==> src/rtl/cap_switch_sequencer.sv <==
// Break-before-make sequencer for the capacitor-board switch gates.
// When the decoded board state changes, released switches open first. The design waits a dead time, closes the new switches, then holds for a settle dwell.
module cap_switch_sequencer #(
  parameter int N_SW          = 4,
  parameter int DEAD_CYCLES   = 8,
  parameter int SETTLE_CYCLES = 16,
  parameter int CW            = 8
) (
  input  logic            clk,
  input  logic            reset,
  input  logic [N_SW-1:0] state_in,
  output logic [N_SW-1:0] sw_drive,
  output logic            busy,
  output logic            update_done
);

  typedef enum logic [1:0] {
    ST_IDLE,
    ST_DEAD,
    ST_SETTLE
  } state_t;

  localparam logic [CW-1:0] DEAD_LOAD   = CW'(DEAD_CYCLES - 1);
  localparam logic [CW-1:0] SETTLE_LOAD = CW'(SETTLE_CYCLES - 1);

  state_t          r_state;
  logic [N_SW-1:0] r_target;
  logic [N_SW-1:0] r_sw_drive;
  logic [CW-1:0]   r_cnt;
  logic            r_update_done;
  logic [N_SW-1:0] w_off_mask;

  assign w_off_mask = r_sw_drive & ~state_in;

  // NOTE: all state here uses non-blocking assignments so every register samples pre-edge values.
  always_ff @(posedge clk) begin
    if (reset) begin
      r_state       <= ST_IDLE;
      r_target      <= '0;
      r_sw_drive    <= '0;
      r_cnt         <= '0;
      r_update_done <= 1'b0;
    end else begin
      r_update_done <= 1'b0;
      unique case (r_state)
        ST_IDLE: begin
          if (state_in != r_sw_drive) begin
            r_target <= state_in;
            if (w_off_mask != '0) begin
              // Open released switches only; bits common to old and new stay closed.
              r_sw_drive <= r_sw_drive & state_in;
              r_cnt      <= DEAD_LOAD;
              r_state    <= ST_DEAD;
            end else begin
              r_sw_drive <= state_in;
              r_cnt      <= SETTLE_LOAD;
              r_state    <= ST_SETTLE;
            end
          end
        end
        ST_DEAD: begin
          if (r_cnt != '0) begin
            r_cnt <= r_cnt - 1'b1;
          end else begin
            r_sw_drive <= r_target;
            r_cnt      <= SETTLE_LOAD;
            r_state    <= ST_SETTLE;
          end
        end
        ST_SETTLE: begin
          if (r_cnt != '0) begin
            r_cnt <= r_cnt - 1'b1;
          end else begin
            r_state       <= ST_IDLE;
            r_update_done <= 1'b1;
          end
        end
        default: r_state <= ST_IDLE;
      endcase
    end
  end

  assign sw_drive    = r_sw_drive;
  assign busy        = (r_state != ST_IDLE);
  assign update_done = r_update_done;

endmodule
==> config.mk <==
export PLATFORM = sky130hd
export DESIGN_NAME = cap_switch_sequencer
export DESIGN_NICKNAME = d
export VERILOG_FILES = /design/src/rtl/cap_switch_sequencer.sv
export SDC_FILE = /design/constraint.sdc
export NUM_CORES = 1
export LEC_CHECK = 0
export ABC_AREA = 1
export ABC_CLOCK_PERIOD_IN_PS = 3200
export BUFFER_PORTS_ARGS = -buffer_cell sky130_fd_sc_hd__buf_2
export CORE_ASPECT_RATIO = 0.7
export CORE_MARGIN = 3
export CORE_UTILIZATION = 55
export DETAILED_ROUTE_END_ITERATION = 12
export PLACE_DENSITY = 0.86
export SLEW_MARGIN = 20
export SYNTH_ARGS = -nofsm -noshare
export SYNTH_HDL_FRONTEND = slang
export SYNTH_SLANG_ARGS = --single-unit
==> constraint.sdc <==
create_clock -name clk -period 3.2 [get_ports clk]
set_input_delay 0.32 -clock clk [delete_from_list [all_inputs] [get_ports clk]]
set_output_delay 0.32 -clock clk [all_outputs]
set_load 0.005 [all_outputs]
# After elaboration in Yosys (flattened, before gate mapping)
# Cells that the tools add are included.
op_classes:
  addsub: 1
  eq_ne: 7
  mux: 15
  n_bitwise: 4
  reduce_logical: 11
op_table:
  columns: ["operator", "n"]
  rows:
  - ["8-bit two-way mux", 3]
  - ["8-bit case mux with 3 select lines", 1]
  - ["4-bit two-way mux", 4]
  - ["3-bit AND reduction", 3]
  - ["4-bit AND", 2]
  - ["2-bit two-way mux", 4]
  - ["2-bit != test (second input constant)", 4]
  - ["4-bit case mux with 2 select lines", 1]
  - ["8-bit nonzero test", 1]
  - ["8-bit by 1-bit subtractor with 8-bit output (second input constant)", 1]
  - ["2-bit case mux with 3 select lines", 1]
  - ["4-bit != test", 1]
  - ["4-bit NOT", 1]
  - ["2-bit nonzero test", 2]
  - ["4-bit nonzero test", 1]
  - ["3-bit nonzero test", 1]
  - ["2-bit by 1-bit == test with 1-bit output (second input constant)", 1]
  - ["2-bit == test (second input constant)", 1]
  - ["2-bit logical NOT", 1]
  - ["2-bit AND reduction", 1]
  - ["2-bit OR reduction", 1]
  - ["1-bit two-way mux", 1]
  - ["1-bit NOT", 1]
totals:
  register_bits: 19
  inputBits: 6
  output_inout_bits: 6

# Depth between registers and ports, before layout
# Gate-level depths: netlist (run 1).
depth:
  depth_word: 6
  depth_mapped: 12
  mapped_depth_nobuf: 11

# Least setup slack after synthesis (run 1)
# Ideal clock, no wire load.
synth_timing:
  kind: "in2reg"
  start: "input port state_in[2]"
  end: "register r_cnt[0]"
  setup_time_ns: 0.113
  arrival_time_ns: 1.360
  t_required_ns: 3.087
  path_slack_ns: 1.727
  stages: 12
  path_cell_list: "inv_1 -> ha_1 -> nand2_1 -> nor2_1 -> nand2_1 -> nand2_1 -> inv_1 -> nand2_2 -> buf_6 -> nand2_1 -> nand2_1 -> nor2_1"
synth_via:
  elab_chain_len: 3
synth_rtl:
  columns: ["item", "line", "text"]
  rows:
  - ["start, declared", "11", "input logic [N_SW-1:0] state_in,"]
  - ["4-bit != test", "47", "if (state_in != r_sw_drive) begin"]
  - ["2-bit != test (no line)", null, null]
  - ["3-bit AND reduction (no line)", null, null]
  - ["end signal, assigned", "63", "r_cnt <= r_cnt - 1'b1;"]
  - ["end signal, assigned", "72", "r_cnt <= r_cnt - 1'b1;"]
  - ["end, declared", "29", "logic [CW-1:0] r_cnt;"]
# No other way between the ends.
# A chain may end at the register's enable or synchronous reset.

# Worst setup path after layout (run 1)
layout_timing:
  start: "register r_state[1]"
  end: "register r_sw_drive[1] (netlist: sw_drive[1])"
layout_via:
  elab_chain_len: 3
  elab_cells_between_ends: 7
  cone_classes: "eq/ne: 3; mux: 1; reduce/logical: 3"
layout_rtl:
  columns: ["item", "line", "text"]
  rows:
  - ["start, declared", "26", "state_t r_state;"]
  - ["start signal, assigned", "38", "r_state <= ST_IDLE;"]
  - ["start signal, assigned", "53", "r_state <= ST_DEAD;"]
  - ["start signal, assigned", "57", "r_state <= ST_SETTLE;"]
  - ["2-bit by 1-bit == test with 1-bit output / 2-bit logical NOT (equally long branches)", "45", "unique case (r_state)"]
  - ["2-bit != test (no line) / 2-bit nonzero test (equally long branches)", null, null]
  - ["3-bit AND reduction (no line)", null, null]
  - ["end signal, assigned", "51", "r_sw_drive <= r_sw_drive & state_in;"]
  - ["end signal, assigned", "55", "r_sw_drive <= state_in;"]
  - ["end signal, assigned", "65", "r_sw_drive <= r_target;"]
  - ["end, declared", "28", "logic [N_SW-1:0] r_sw_drive;"]
# Several ways; a longest one is shown, not always the timed one.

==> impl_metrics.json, run 1 <==
{
  "diodes": 0,
  "dp_cells": 253,
  "worst_hold_slack_ns": 0.278,
  "dieHeight_um": 47.3,
  "cts_htree_levels": 1,
  "cp-start-kind": "flop",
  "rsz0062_at_grt": "false",
  "highest_layer": "met4",
  "met3WireLength_um": 328,
  "hold_buffers": 0,
  "drt-initial-drc-count": 175,
  "wl_met2_um": 1200,
  "p_leak_nw": 0.760,
  "critPathCaptureType": "flop",
  "grt_remaining_overflow": 0,
  "drt-total-wl_um": 3020,
  "gp_congestion": 0.907,
  "antenna_found_initial": 0,
  "met1_length_um": 1480,
  "detailedRoute.firstPassIterationCount": 6,
  "die_w_um": 64.9,
  "setup_ws_ns": 1.47,
  "drive_above_1_share": 0.0978,
  "p_switching_mw": 0.705,
  "pwr-share-comb": 0.621,
  "grt_max_degree": 14,
  "synth_area_per_cell_um2": 6.28,
  "port_buffers": 11,
  "path_max_fanout": 8,
  "num_vias": 1288,
  "syn2layout_area_growth_pct": 7.58,
  "internal_power_mw": 0.666,
  "worstPathArrival_ns": 1.94,
  "fp.dieArea_um2": 3070,
  "outcome": "finished clean",
  "clkSlewWorstSetupHoldPaths_ns": 0.11,
  "netSwitchingFraction": 0.514,
  "dpl_worst_slack_ns": 1.40,
  "worst_pin_slew_ns": 0.547,
  "routedWlPerCell_um": 11.7,
  "final_cells": 257,
  "dp_hpwl_um": 2350,
  "ys_seq_elements": 19,
  "io_pins": 12,
  "tns_ns": 0,
  "power.density_nw_per_um2": 953,
  "yosys-top-cells-area": "dfxtp_1, nand2_1, ha_1",
  "row_count": 14,
  "worstSetupPathType": "flop to flop",
  "setup_viol": 0,
  "clock.fmax_mhz": 579,
  "postCtsSetupBuffers": 0,
  "synth_top_cell_area_share": 0.284,
  "final.period_utilization": 0.540,
  "cts_inserted_buffers": 3,
  "hold_violations": 0,
  "worstSkewPairLatency_ns": 0.30,
  "fin_crit_ns": 1.73,
  "worstHoldPathType": "input port to flop",
  "p_seq_frac": 0.287,
  "ys_seq_area_frac": 0.284,
  "cts_root_buf": "clkbuf_4",
  "crit_required_ns": 3.41,
  "netlist-cell-type-count": 18,
  "syn_area_um2": 1340,
  "cts.path.max_buffers": 2,
  "tritoncts": "done",
  "final_util": 0.647,
  "cap_violations": 0,
  "peakVddDrop_uv": 554,
  "yosysWarningCount": 0,
  "drv_slew": 0,
  "syn_nets": 233,
  "first_global_vias": 1045,
  "yosys.area.top_type": "dfxtp_1",
  "reg2reg_setup_slack_ns": 1.47,
  "gr-usage-all-layers": 0.206,
  "postRouteAntennaNets": 0,
  "finClkSkew_ns": 0.00835,
  "core-area_um2": 2220,
  "grt_pass1_wl_um": 4750,
  "drc": 0,
  "avgViaCountPerCell": 5.01,
  "synthCells": 213,
  "clockPowerShare": 0.091,
  "cts-resized-gates": 0,
  "slew_headroom": 0.634,
  "clock-sinks": 19,
  "num-nets-final": 246,
  "initial_utilization": 0.601
}
[stage by stage]
stage               power, mW  cell area, um^2
global placement         1.21             1410
floorplan                1.05             1340
detailed placement       1.23             1410
global route             1.50             1440
CTS                      1.36             1440
finish                   1.37             1440
[state kept, by name, summed over array words and instances, names as in the netlist]
signal,flops
update_done,1
r_target,4
r_state,2
r_cnt,8
sw_drive,4
[worst max-delay path, cell delays in order, from the launching register on]
cell and delay [ns]:
dfxtp_1 0.37, inv_1 0.10, ha_1 0.34, inv_1 0.20
o21ai_2 0.39, nand2_1 0.10, nand2_1 0.08, nor2_1 0.04
[worst paths after layout]
| path | startpoint | end | cells past startpoint |
|---|---|---|---|
| setup / recovery | r_state[1] | sw_drive[1] | 7 |
| hold / removal | reset | r_cnt[5] | 2 |
| setup reg to reg | r_state[1] | sw_drive[1] | 7 |
| hold reg to reg | r_cnt[5] | r_cnt[5] | 2 |
[Yosys cell counts, drive strengths merged]
master,instances
a21oi,13
buf,2
clkbuf,1
dfxtp,19
ha,14
inv,33
nand2,64
nand3,13
nand3b,1
nand4,5
nor2,37
o21ai,10
xor2,1
[power groups by stage]
stage          clock network (mW)  logic (mW)  registers (mW)
2_1_floorplan                   0       0.667           0.380
6_report                    0.125       0.852           0.394
4_1_cts                     0.127       0.840           0.392
3_3_place_gp                    0       0.813           0.394
3_5_place_dp                    0       0.834           0.397
5_1_grt                     0.137       0.961           0.403
[cell type report]
class,instances,area (um^2)
Sequential cell,19,380
Multi-Input combinational cell,158,813
Inverter,33,124
Tap cell,32,40.0
Clock buffer,4,26.3
Timing Repair Buffer,11,55.1
Fill cell,222,786
[placed cells by master (no fill, tap or decap)]
master,n
a21oi_1,13
buf_2,11
clkbuf_1,1
clkbuf_4,3
dfxtp_1,19
ha_1,14
inv_1,33
nand2_1,59
nand2_2,5
nand3_1,13
nand3b_1,1
nand4_1,5
nor2_1,35
nor2_4,2
o21ai_0,8
o21ai_1,1
o21ai_2,1
xor2_1,1
[logic make-up (layout without fill, tap and decap cells)]
group                    after synthesis  after routing  synth area share
buffers and inverters                 36             48             0.108
AND/OR/NAND/NOR                      120            120             0.382
flip-flops                            19             19             0.284
AO/OA/AOI/OAI                         23             23            0.0889
adder cells (fa/ha/maj)               14             14             0.131
XOR/XNOR                               1              1           0.00655
[metal layers]
metal | up-vias | GRT usage
met3 | 2 | 0.0789
met1 | 539 | 0.292
met5 | - | 0
li1 | 684 | -
met4 | 0 | 0.0252
met2 | 63 | 0.305
No activity file was read; power rests on OpenSTA's default activity.
==> run 2, diff against run 1 <==
Settings changed: ABC_CLOCK_PERIOD_IN_PS 3200 to 1710.
Clock period 3.2 ns to 1.71 ns, I/O delays scaled along.
==> impl_metrics.json, run 2 (synthesized netlist as in run 1, its figures left out) <==
{
  "highest_layer": "met4",
  "crit_required_ns": 1.95,
  "postRouteAntennaNets": 0,
  "num_vias": 1317,
  "clock-sinks": 19,
  "core-area_um2": 2220,
  "outcome": "finished clean",
  "dp_hpwl_um": 2350,
  "fp.dieArea_um2": 3070,
  "slew_headroom": 0.722,
  "cts_htree_levels": 1,
  "dp_cells": 259,
  "drt-initial-drc-count": 94,
  "wl_met2_um": 1300,
  "drive_above_1_share": 0.151,
  "grt_max_degree": 14,
  "finalInstanceArea_um2": 1510,
  "final_cell_mix": "nand2_1, inv_1, nor2_1, dfxtp_1, ha_1",
  "die_w_um": 64.9,
  "critPathCaptureType": "flop",
  "dpl_worst_slack_ns": 0.116,
  "avgViaCountPerCell": 4.99,
  "grt_pass1_wl_um": 5200,
  "worstSetupPathType": "flop to flop",
  "power.density_nw_per_um2": 1800,
  "cp-start-kind": "flop",
  "syn2layout_area_growth_pct": 12.6,
  "clkSlewWorstSetupHoldPaths_ns": 0.11,
  "tritoncts": "done",
  "io_pins": 12,
  "tns_ns": 0,
  "worstSkewPairLatency_ns": 0.30,
  "cts.path.max_buffers": 2,
  "gr-usage-all-layers": 0.226,
  "cts_inserted_buffers": 3,
  "dieHeight_um": 47.3,
  "final_cells": 264,
  "layout_commonest_cell": "nand2_1",
  "final.period_utilization": 0.907,
  "detailedRoute.firstPassIterationCount": 4,
  "initial_utilization": 0.601,
  "antenna_found_initial": 0,
  "clock.fmax_mhz": 645,
  "cap_violations": 0,
  "postPlaceCellArea_um2": 1460,
  "port_buffers": 11,
  "grt_remaining_overflow": 0,
  "cts_root_buf": "clkbuf_4",
  "gp_congestion": 0.920,
  "finClkSkew_ns": 0.00118,
  "setup_ws_ns": 0.159,
  "path_max_fanout": 5,
  "fin_crit_ns": 1.55,
  "worstPathArrival_ns": 1.79,
  "drv_slew": 0,
  "met1_length_um": 1530,
  "worst_pin_slew_ns": 0.416,
  "hold_violations": 0,
  "peakVddDrop_uv": 1080,
  "first_global_vias": 1104,
  "drt-total-wl_um": 3120,
  "worstHoldPathType": "input port to flop",
  "row_count": 14,
  "final_util": 0.677,
  "setup_viol": 0,
  "rsz0062_at_grt": "true",
  "drc": 0,
  "diodes": 0,
  "p_leak_nw": 0.799,
  "num-nets-final": 253,
  "largest-register": "r_cnt",
  "met3WireLength_um": 260,
  "largest_reg_flops": 8,
  "routedWlPerCell_um": 11.8
}
==> run 2: cell types whose count changed in the layout (fill, tap and decap cells not counted), sizes merged <==
cell    before  now
clkbuf       4    3
nand2       64   65
buf         11   17
clkinv       0    1
==> run 2: where the power goes <==
part,internal (mW),switching [mW]
Clock,0.0873,0.145
Sequential,0.602,0.128
Combinational,0.646,1.10
==> run 2: what timing repair did <==
action                     CTS  global route
hold endpoints to repair     0             0
hold buffers                 0             0
buffers inserted             0             0
gates resized for setup      0             6
setup endpoints to repair    0            10
==> run 2: worst max-delay path, stage by stage (launching register included) <==
cell and delay (ns):
dfxtp_1 0.35, ha_1 0.29, nand2_1 0.06, nor2_2 0.14, nand2_1 0.10, nand2_1 0.09
inv_1 0.11, nand2_2 0.16, nand2_1 0.07, a21oi_1 0.13
==> run 2: final cells by class <==
type                            instances  area [um^2]
Timing Repair Buffer                   17          100
Inverter                               33          124
Clock inverter                          1         5.00
Sequential cell                        19          383
Tap cell                               32         40.0
Fill cell                             211          718
Multi-Input combinational cell        159          832
Clock buffer                            3         22.5
==> run 2: final timing paths <==
| path | startpoint | end | slack, ns | cells past startpoint |
|---|---|---|---|---|
| worst max-delay path | sw_drive[3] | r_cnt[5] | 0.16 | 9 |
| worst min-delay path | reset | r_cnt[6] | 0.13 | 2 |
| worst max register to register | sw_drive[3] | r_cnt[5] | 0.16 | 9 |
| worst min register to register | r_state[0] | r_state[0] | 0.50 | 2 |
==> run 2: per-layer routing <==
layer,vias up,global-route usage
li1,706,-
met1,561,0.336
met2,44,0.335
met3,6,0.0574
met4,0,0.0378
met5,-,0
==> run 2: through the flow <==
step / hold slack [ns] / power [mW]
2_1_floorplan: 0.240 / 1.96
3_3_place_gp: 0.444 / 2.36
3_5_place_dp: 0.447 / 2.40
4_1_cts: 0.116 / 2.64
5_1_grt: 0.108 / 3.03
6_report: 0.125 / 2.71
==> run 3, diff against run 2 <==
--- a/config.mk
+++ b/config.mk
@@ -10,3 +10,2 @@
 export BUFFER_PORTS_ARGS = -buffer_cell sky130_fd_sc_hd__buf_2
-export CORE_ASPECT_RATIO = 0.7
 export CORE_MARGIN = 3
@@ -19 +18,2 @@
 export SYNTH_SLANG_ARGS = --single-unit
+export TNS_END_PERCENT = 30
--- a/constraint.sdc
+++ b/constraint.sdc
@@ -3,2 +3,2 @@
 set_output_delay 0.171 -clock clk [all_outputs]
-set_load 0.005 [all_outputs]
+set_load 0.02 [all_outputs]
==> impl_metrics.json, run 3 (synthesized netlist as in run 1, its figures left out) <==
{
  "outcome": "finished clean",
  "path_max_fanout": 4,
  "worstSetupPathType": "flop to flop",
  "gr-usage-all-layers": 0.208,
  "final_cells": 259,
  "cts_root_buf": "clkbuf_4",
  "port_buffers": 11,
  "critPathSlowestCell": "dfxtp_2",
  "highest_layer": "met4",
  "io_pins": 12,
  "slew_headroom": 0.723,
  "peakVddDrop_uv": 1180,
  "dieHeight_um": 55.3,
  "grt_pass1_wl_um": 5130,
  "p_switching_mw": 1.37,
  "gp_congestion": 0.889,
  "pwr-share-comb": 0.642,
  "worstHoldPathType": "input port to flop",
  "cap_violations": 0,
  "dp_hpwl_um": 2240,
  "syn2layout_area_growth_pct": 11.7,
  "initial_utilization": 0.593,
  "p_seq_frac": 0.270,
  "clock.fmax_mhz": 621,
  "tns_ns": 0,
  "crit_path_max_incr_delay_ns": 0.39,
  "cp-start-kind": "flop",
  "avgViaCountPerCell": 5.02,
  "netSwitchingFraction": 0.505,
  "drv_slew": 0,
  "layout_commonest_cell": "nand2_1",
  "largest_reg_flops": 8,
  "worstPathArrival_ns": 1.85,
  "crit_required_ns": 1.95,
  "final_cell_mix": "nand2_1, inv_1, nor2_1, dfxtp_1, ha_1",
  "drc": 0,
  "crit_path_frequent_cell": "inv_1",
  "worst_pin_slew_ns": 0.416,
  "first_global_vias": 1221,
  "cts.path.max_buffers": 2,
  "cts_inserted_buffers": 3,
  "clockPowerShare": 0.088,
  "row_count": 17,
  "clock-sinks": 19,
  "num_vias": 1299,
  "largest-register": "r_cnt",
  "detailedRoute.firstPassIterationCount": 4,
  "cp_num_buf_inv": 2,
  "reg2reg_setup_slack_ns": 0.10,
  "finalInstanceArea_um2": 1490,
  "setup_ws_ns": 0.100,
  "fillCellCount": 231,
  "met1_length_um": 1370,
  "clkSlewWorstSetupHoldPaths_ns": 0.11,
  "p_leak_nw": 0.789,
  "drive_above_1_share": 0.143,
  "dp_cells": 255,
  "fin_crit_ns": 1.61,
  "dpl_worst_slack_ns": 0.0967,
  "grt_max_degree": 14,
  "setup_viol": 0,
  "postPlaceCellArea_um2": 1450,
  "core-area_um2": 2250,
  "worstSkewPairLatency_ns": 0.32,
  "tritoncts": "done",
  "die_w_um": 55.3,
  "drt-total-wl_um": 2890,
  "cp_top_family": "simple AND/OR/NAND/NOR gates",
  "fp.dieArea_um2": 3060,
  "cts_htree_levels": 1,
  "power.density_nw_per_um2": 1820,
  "final.period_utilization": 0.941,
  "regArea_um2": 383,
  "diodes": 0,
  "postRouteAntennaNets": 0,
  "num-nets-final": 252,
  "rsz0062_at_grt": "false",
  "met3WireLength_um": 104,
  "grt_remaining_overflow": 0,
  "routedWlPerCell_um": 11.1,
  "worst_hold_slack_ns": 0.0924,
  "multi_input_area_um2": 826,
  "wl_met2_um": 1340,
  "drt-initial-drc-count": 39,
  "internal_power_mw": 1.35,
  "path_cells": "inv_1, ha_1, inv_1, nor2_2, o21ai_0, nor2_1, nand2_1, a21oi_1",
  "antenna_found_initial": 0,
  "finClkSkew_ns": 0.0108,
  "critPathCaptureType": "flop",
  "postCtsSetupBuffers": 0,
  "hold_violations": 0
}
[run 3: per-layer routing]
layer	global-route usage	up-vias
li1	-	697
met1	0.270	564
met2	0.313	30
met3	0.0350	8
met4	0.142	0
met5	0	-
[run 3: cell type report]
class / count / area share
Tap cell: 28 / 0.0235
Timing Repair Buffer: 17 / 0.0670
Sequential cell: 19 / 0.256
Multi-Input combinational cell: 158 / 0.553
Inverter: 33 / 0.0829
Clock buffer: 4 / 0.0176
[run 3: power by group through the flow]
stage / Clock, mW / Sequential, mW / Combinational [mW]
after floorplan: 0 / 0.755 / 1.27
after global placement: 0 / 0.730 / 1.69
after detailed placement: 0 / 0.738 / 1.72
after CTS: 0.247 / 0.727 / 1.73
after global routing: 0.266 / 0.749 / 2.02
final: 0.240 / 0.734 / 1.75
[run 3: path summary, 6_finish.rpt]
kind / startpoint / end / cells after the start
max reg2reg: r_state[0] / r_cnt[6] / 8
min: reset / r_state[0] / 2
max: r_state[0] / r_cnt[6] / 8
min reg2reg: r_cnt[7] / r_cnt[7] / 2
[run 3: per-stage QoR]
stage	util	power (mW)
final	0.663	2.72
after global routing	0.663	3.04
after CTS	0.656	2.70
after detailed placement	0.644	2.46
after global placement	0.644	2.42
after floorplan	-	2.02
[run 3: repair_timing]
action	in CTS	in global routing
hold endpoints to repair	0	0
resized for setup	0	6
setup endpoints to repair	0	10
hold buffers	0	0
